**config.mk**
```make
export PLATFORM = sky130hd
export DESIGN_NAME = status_flags
export DESIGN_NICKNAME = d
export VERILOG_FILES = /design/src/rtl/status_flags.sv
export SDC_FILE = /design/constraint.sdc
export NUM_CORES = 1
export LEC_CHECK = 0
export CORE_AREA = 4 4 79 81
export DETAILED_ROUTE_END_ITERATION = 8
export DIE_AREA = 0 0 83 85
export PLACE_DENSITY_LB_ADDON = 0.1
export SLEW_MARGIN = 20
export SYNTH_ARGS = -nofsm -noshare
export SYNTH_HDL_FRONTEND = slang
export SYNTH_SLANG_ARGS = --single-unit
```
**constraint.sdc**
```tcl
create_clock -name clk -period 1.4 [get_ports clk]
set_input_delay 0.14 -clock clk [delete_from_list [all_inputs] [get_ports clk]]
set_output_delay 0.14 -clock clk [all_outputs]
set_load 0.05 [all_outputs]
```
**src/rtl/status_flags.sv**
```systemverilog
// CPU status/condition register: masked ALU flag latch, direct SC ops, IRQ shadowing, branch conditions.
// Optional FLAG_BYPASS_EN: alu_c/cond_true forward the next-state SC instead of the registered one.
module status_flags #(
   parameter logic [7:0] SC_RESET = 8'hC0,
   parameter int         COND_W   = 4
) (
   input  logic              clk,
   input  logic              reset_n,
   input  logic              alu_flag_we,
   input  logic [3:0]        alu_flags,
   input  logic [3:0]        alu_flag_mask,
   input  logic              sc_wr_en,
   input  logic [1:0]        sc_wr_op,
   input  logic [7:0]        sc_wr_data,
   input  logic              irq_enter,
   input  logic [1:0]        irq_level,
   input  logic              irq_return,
   input  logic [COND_W-1:0] cond,
   output logic [7:0]        sc,
   output logic              alu_c,
   output logic              cond_true,
   output logic              shadow_valid,
   output logic              nest_err
);

   localparam logic [1:0] OP_LD  = 2'd0;
   localparam logic [1:0] OP_AND = 2'd1;
   localparam logic [1:0] OP_OR  = 2'd2;
   localparam logic [1:0] OP_XOR = 2'd3;

   logic [7:0] sc_q, shadow_q, sc_nxt, shadow_nxt, flag_src;
   logic       shadow_valid_q, shadow_valid_nxt, nest_err_q, nest_err_nxt;

   // f = {S,V,C,Z}
   function automatic logic cond_eval(input logic [COND_W-1:0] c, input logic [3:0] f);
      logic s, v, cf, z, lt;
      {s, v, cf, z} = f;
      lt = s ^ v;
      case (c)
         4'd0:    cond_eval = cf;
         4'd1:    cond_eval = ~cf;
         4'd2:    cond_eval = z;
         4'd3:    cond_eval = ~z;
         4'd4:    cond_eval = lt;
         4'd5:    cond_eval = lt | z;
         4'd6:    cond_eval = ~(lt | z);
         4'd7:    cond_eval = ~lt;
         4'd8:    cond_eval = v;
         4'd9:    cond_eval = ~v;
         4'd10:   cond_eval = ~s;
         4'd11:   cond_eval = s;
         4'd12:   cond_eval = 1'b1;
         default: cond_eval = 1'b0;
      endcase
   endfunction

   always_comb begin
      sc_nxt           = sc_q;
      shadow_nxt       = shadow_q;
      shadow_valid_nxt = shadow_valid_q;
      nest_err_nxt     = nest_err_q;
      if (irq_return) begin
         // A return with nothing shadowed is silently ignored.
         if (shadow_valid_q) begin
            sc_nxt           = shadow_q;
            shadow_valid_nxt = 1'b0;
         end
      end else if (irq_enter) begin
         shadow_nxt       = sc_q;
         shadow_valid_nxt = 1'b1;
         nest_err_nxt     = nest_err_q | shadow_valid_q;
         sc_nxt           = {irq_level, sc_q[5:0]};
      end else if (sc_wr_en) begin
         case (sc_wr_op)
            OP_LD:   sc_nxt = sc_wr_data;
            OP_AND:  sc_nxt = sc_q & sc_wr_data;
            OP_OR:   sc_nxt = sc_q | sc_wr_data;
            OP_XOR:  sc_nxt = sc_q ^ sc_wr_data;
            default: sc_nxt = sc_q;
         endcase
      end else if (alu_flag_we) begin
         sc_nxt[3:0] = (sc_q[3:0] & ~alu_flag_mask) | (alu_flags & alu_flag_mask);
      end
      sc_nxt[5] = 1'b0;
   end

   always_ff @(posedge clk or negedge reset_n) begin
      if (!reset_n) begin
         sc_q           <= SC_RESET;
         shadow_q       <= 8'h00;
         shadow_valid_q <= 1'b0;
         nest_err_q     <= 1'b0;
      end else begin
         sc_q           <= sc_nxt;
         shadow_q       <= shadow_nxt;
         shadow_valid_q <= shadow_valid_nxt;
         nest_err_q     <= nest_err_nxt;
      end
   end

`ifdef FLAG_BYPASS_EN
   assign flag_src = sc_nxt;
`else
   assign flag_src = sc_q;
`endif

   assign sc           = sc_q;
   assign shadow_valid = shadow_valid_q;
   assign nest_err     = nest_err_q;
   assign alu_c        = flag_src[1];
   assign cond_true    = cond_eval(cond, flag_src[3:0]);

endmodule
```
Word level (Yosys, flattened, before mapping):

Cells that the tools add are included.

* reductions and logical operators: 10
* bitwise logic cells: 17
* equality and inequality tests: 17
* muxes and demuxes: 10

Operators by type and width (number)
* $pmux W8 S4: 1
* $mux W8: 3
* $eq A4 B4 Y1 const B: 5
* $eq A4 B3 Y1 const B: 4
* $pmux W1 S13: 1
* $mux W4: 3
* $and A4 B4 Y4: 2
* $and A8 B8 Y8: 1
* $eq A4 B2 Y1 const B: 2
* $or A8 B8 Y8: 1
* $xor A8 B8 Y8: 1
* $not A1 Y1: 7
* $reduce_and A3 Y1: 2
* $reduce_bool A3 Y1: 2
* $eq A2 B2 Y1 const B: 2
* $eq A4 B1 Y1 const B: 1
* $logic_not A4 Y1: 1
* $ne A2 B1 Y1 const B: 2
* $not A4 Y4: 1
* $or A4 B4 Y4: 1
* $reduce_and A2 Y1: 2
* $reduce_bool A2 Y1: 2
* $eq A2 B1 Y1 const B: 1
* $logic_not A2 Y1: 1
* 3 further kinds: 5

* output and inout bits: 12
* word-level logic and storage cells: 60
* input port bits: 30
* bits in registers: 16

Longest topological paths before layout:

* word-level depth: 7
* mapped depth: 6
* mapped depth without buffers: 6

Least setup slack after synthesis:

OpenSTA, ideal clock, no wires.

* path kind: flip-flop to output port
* start point: reg sc_q[3], in the netlist sc[3]
* end point: out cond_true
* path slack: -0.721 ns
* stages on the path, launching flop included: 5
* arrival: 1.981 ns
* path buffers: 0
* required time: 1.260 ns
* path through: dfrtp_1 > xnor2_1 > a22oi_1 > o32a_1 > a22oi_1

* word-level cells in the longest chain between the ends: 4
* elaborated cells between the ends (all ways): 6
* those cells by class: mux: 1; bitwise: 5

RTL lines
* start, declared: line 31 `logic [7:0] sc_q, shadow_q, sc_nxt, shadow_nxt, flag_src;`
* start signal, assigned: line 94 `sc_q <= sc_nxt;`
* $xor A1 B1 Y1: line 38 `lt = s ^ v;`
* $or A1 B1 Y1: line 45, 46
* $not A1 Y1: line 46 `4'd6: cond_eval = ~(lt | z);`
* $pmux W1 S13 (*): line 39 `case (c)`
* end, declared: line 21 `output logic cond_true,`

Mark *: on every way between the ends. The rest lies on a longest branch, timed or not.

Worst setup path after layout:

* start point: in cond[1]
* end point: out cond_true

* word-level cells in the longest chain between the ends: 2
* elaborated cells between the ends (all ways): 14
* those cells by class: eq/ne: 12; mux: 1; reduce/logical: 1

RTL lines
* start, declared: line 18 `input logic [COND_W-1:0] cond,`
* $eq A4 B4 Y1, or another cell as far along: line 39
* $pmux W1 S13 (*): line 39

Marks and branches as above.

==> flow_metrics.py <==
metrics = {
    "setup_path": {
        "cp-start-kind": "primary input",
        "crit_chain": "clkdlybuf4s50_1 -> buf_4 -> o32a_1 -> a22oi_2 -> buf_12",
        "crit-reg2reg-launch": "sc[3]$_DFFE_PN0P_",
        "slowest_delay_ps": 440,
        "crit_required_ps": 1260,
        "critPathMaxFanout": 5,
        "reg2reg_to": "sc[3]$_DFFE_PN0P_",
        "reg2reg_depth": 7,
        "endpoint_kind": "primary output",
        "path_class": "in2out",
        "crit_slowest_cell": "clkdlybuf4s50_1",
        "r2r_slack_ps": -180,
        "cp_data_arrival_time_ps": 1480,
    },
    "grt": {
        "grt_pass1_vias": 1326,
        "grt_first_pass_wirelength_mm": 6.20,
        "grt_usage_pct": 10.9,
        "grt.overflow.total": 0,
        "antenna_found_initial": 0,
        "grt_start_max_net_pins": 19,
    },
    "logic_synthesis": {
        "synth-main-ff-cell": "dfrtp_1",
        "synth.top_cell.area_share_pct": 25.9,
        "synth_mux_area_share_pct": 12.3,
        "synth_enable_flop_cells": 0,
        "synth_top_family_by_area": "compound AO/OA/AOI/OAI gates",
        "yosys.area.top_type": "dfrtp_1",
        "synth_seq_cells": 16,
        "ys_warn_count": 0,
        "synth_cell_types": 33,
        "syn-num-nets": 198,
        "synth.top_cells.by_count": "inv_1, dfrtp_1, ha_1",
        "syn-mean-instance-area_um2": 8.77,
        "synthAdderAreaFrac_pct": 13.0,
        "post-synth-top-count-cell": "inv_1",
        "synth_cells": 154,
        "synth-compound-area-share_pct": 21.2,
        "syn-cell-area_mm2": 0.00135,
        "netlist_top_cells_area": "dfrtp_1, ha_1, mux2_2",
        "synthXorXnorAreaFrac_pct": 1.94,
        "async_flop_share_pct": 100,
        "yosysSeqAreaShare_pct": 29.8,
        "yosys.area_share.simple_pct": 11.1,
    },
    "place": {
        "preCtsSetupSlack_ps": -276,
        "dpl.hpwl_mm": 2.97,
        "place_inst": 277,
        "io_buffers": 39,
        "gp_congestion": 0.809,
        "place_area_mm2": 0.00209,
    },
    "layout": {
        "fillers": 553,
        "stdcell_area_mm2": 0.00233,
        "final_core_util_pct": 42.7,
        "stdcell_count": 289,
        "diodes": 0,
        "syn2layout_area_growth_pct": 72.8,
        "drive_above_1_share_pct": 42.4,
        "nets": 262,
    },
    "timing": {
        "rsz0062_at_grt": "yes",
        "finClkSkew_ps": 2.89,
        "setup_violations": 7,
        "setup_tns_ps": -545,
        "setup_ws_ps": -221,
        "final.min_clock_period_ps": 1620,
        "slew_viol_final": 0,
        "fmax_ghz": 0.617,
        "finalCritPeriodShare_pct": 116,
        "final_hold_viol_count": 0,
    },
    "detailed_routing": {
        "antenna_left": 0,
        "routedWlPerCell_um": 13.3,
        "top_layer_used": "met4",
        "wl_mm": 3.83,
        "dr_wl_met2_mm": 1.98,
        "vias_per_cell": 4.46,
        "post-route-drc-count": 0,
        "drtIter0Drc": 28,
        "vias": 1290,
        "dr_wl_met3_um": 161,
        "first_pass_iters": 4,
        "met1Wirelength_mm": 1.66,
    },
    "floorplan": {
        "rows": 27,
        "dieWidth_um": 83,
        "core_area_mm2": 0.00547,
        "die_h_um": 85,
        "start_util_pct": 24.7,
        "die_area_mm2": 0.00706,
        "io_pins": 42,
    },
    "min_path": {
        "hp-class": "in2async",
    },
    "cts": {
        "root_buffer": "clkbuf_8",
        "cts_sinks": 16,
        "clk_latency_ps": 250,
        "htreeDepth": 1,
        "cts_made_buffers": 3,
        "cts-hold-fix-buffers": 0,
        "cts.clk_slew.worst_paths_ps": 70,
        "tritoncts": "done",
        "clk_path_buf_depth": 2,
    },
    "flow_run": {
        "cap_violations": 0,
    },
    "power_and_ir_drop": {
        "power_density_mw_per_mm2": 1010,
        "vdd_ir_drop_max_mv": 0.486,
        "p_leak_nw": 1.02,
    },
    "run_status": {
        "violations": "negative setup slack",
        "run_status": "finished, violations left",
    },
}
placed cells by master (no fill, tap or decap), drive strengths merged, types with 2 or more instances in the layout:
cell           Yosys  final
buf                8     40
clkdlybuf4s50      0     27
inv               18     18
nand2             14     14
dfrtp             14     14
ha                14     14
o21ai             12     12
nor2              11     11
o22ai             10     10
mux2               9      9
a21oi              8      8
nand2b             6      6
o31ai              4      4
o21a               4      4
clkbuf             1      4
a22oi              2      2
mux2i              2      2
mux4               2      2
dfstp              2      2
xnor2              2      2
a211oi             2      2
where the power goes:
group / switching [W] / total, W / internal [W] / leakage [nW]
Combinational: 0.000607 / 0.00129 / 0.000685 / 0.806
Sequential: 0.0000721 / 0.000633 / 0.000561 / 0.182
Clock: 0.000172 / 0.000422 / 0.000250 / 0.0288
metal layers:
| metal | track usage, % | vias up |
|---|---|---|
| li1 | - | 661 |
| met1 | 12.7 | 599 |
| met4 | 4.61 | 0 |
| met5 | 0 | - |
| met2 | 19.0 | 28 |
| met3 | 2.52 | 2 |
flip-flops by register name, indices dropped and copies added, names as in the netlist:
name,count
nest_err,1
shadow_q,7
sc,7
shadow_valid,1
how the worst max path moves through the flow:
stage,from,slack (ps),end,cells past startpoint
finish,cond[1],-220,cond_true,5
global route,sc[3]$_DFFE_PN0P_,-300,cond_true,5
CTS,sc[3]$_DFFE_PN0P_,-280,cond_true,5
detailed placement,sc_wr_op[0],-280,sc[0]$_DFFE_PN0P_,6
global placement,sc_wr_data[4],-230,sc[4]$_DFFE_PN0P_,6
floorplan,sc[6]$_DFFE_PN1P_,-240,sc[6]$_DFFE_PN1P_,5
cells by family (layout without fill, tap and decap cells):
kind of cell | count (synthesis) | in the layout
adders and majority gates | 14 | 14
other | 1 | 1
muxes | 13 | 13
and+or+nand+nor | 34 | 34
xor gates and xnor gates | 3 | 3
DFF | 16 | 16
AOI/OAI and AO/OA | 46 | 46
buffers and inverters | 27 | 90
area by class of cell:
type / instances / area, um^2 / area share (%)
Inverter: 18 / 67.6 / 2.89
Tap cell: 72 / 90.1 / 3.86
Multi-Input combinational cell: 111 / 968 / 41.5
Timing Repair Buffer: 68 / 744 / 31.9
Clock buffer: 4 / 55.1 / 2.36
Sequential cell: 16 / 409 / 17.5
metrics by stage:
stage,power [W],hold WS (ps)
after floorplan,0.00122,-156
after global placement,0.00174,467
after detailed placement,0.00177,475
after CTS,0.00224,224
after global routing,0.00250,246
final,0.00235,215
critical path, delay by kind of cell:
kind / cells / cell delay, ps
AO/OA/AOI/OAI: 2 / 560
buffers and inverters: 3 / 780
timing repair:
action,4_1_cts,5_1_grt
hold endpoints to repair,0,0
pin swaps,3,6
endpoints found under the setup margin,4,7
setup buffers,2,6
resized for setup,4,23
(Power assumes the default switching activity.)
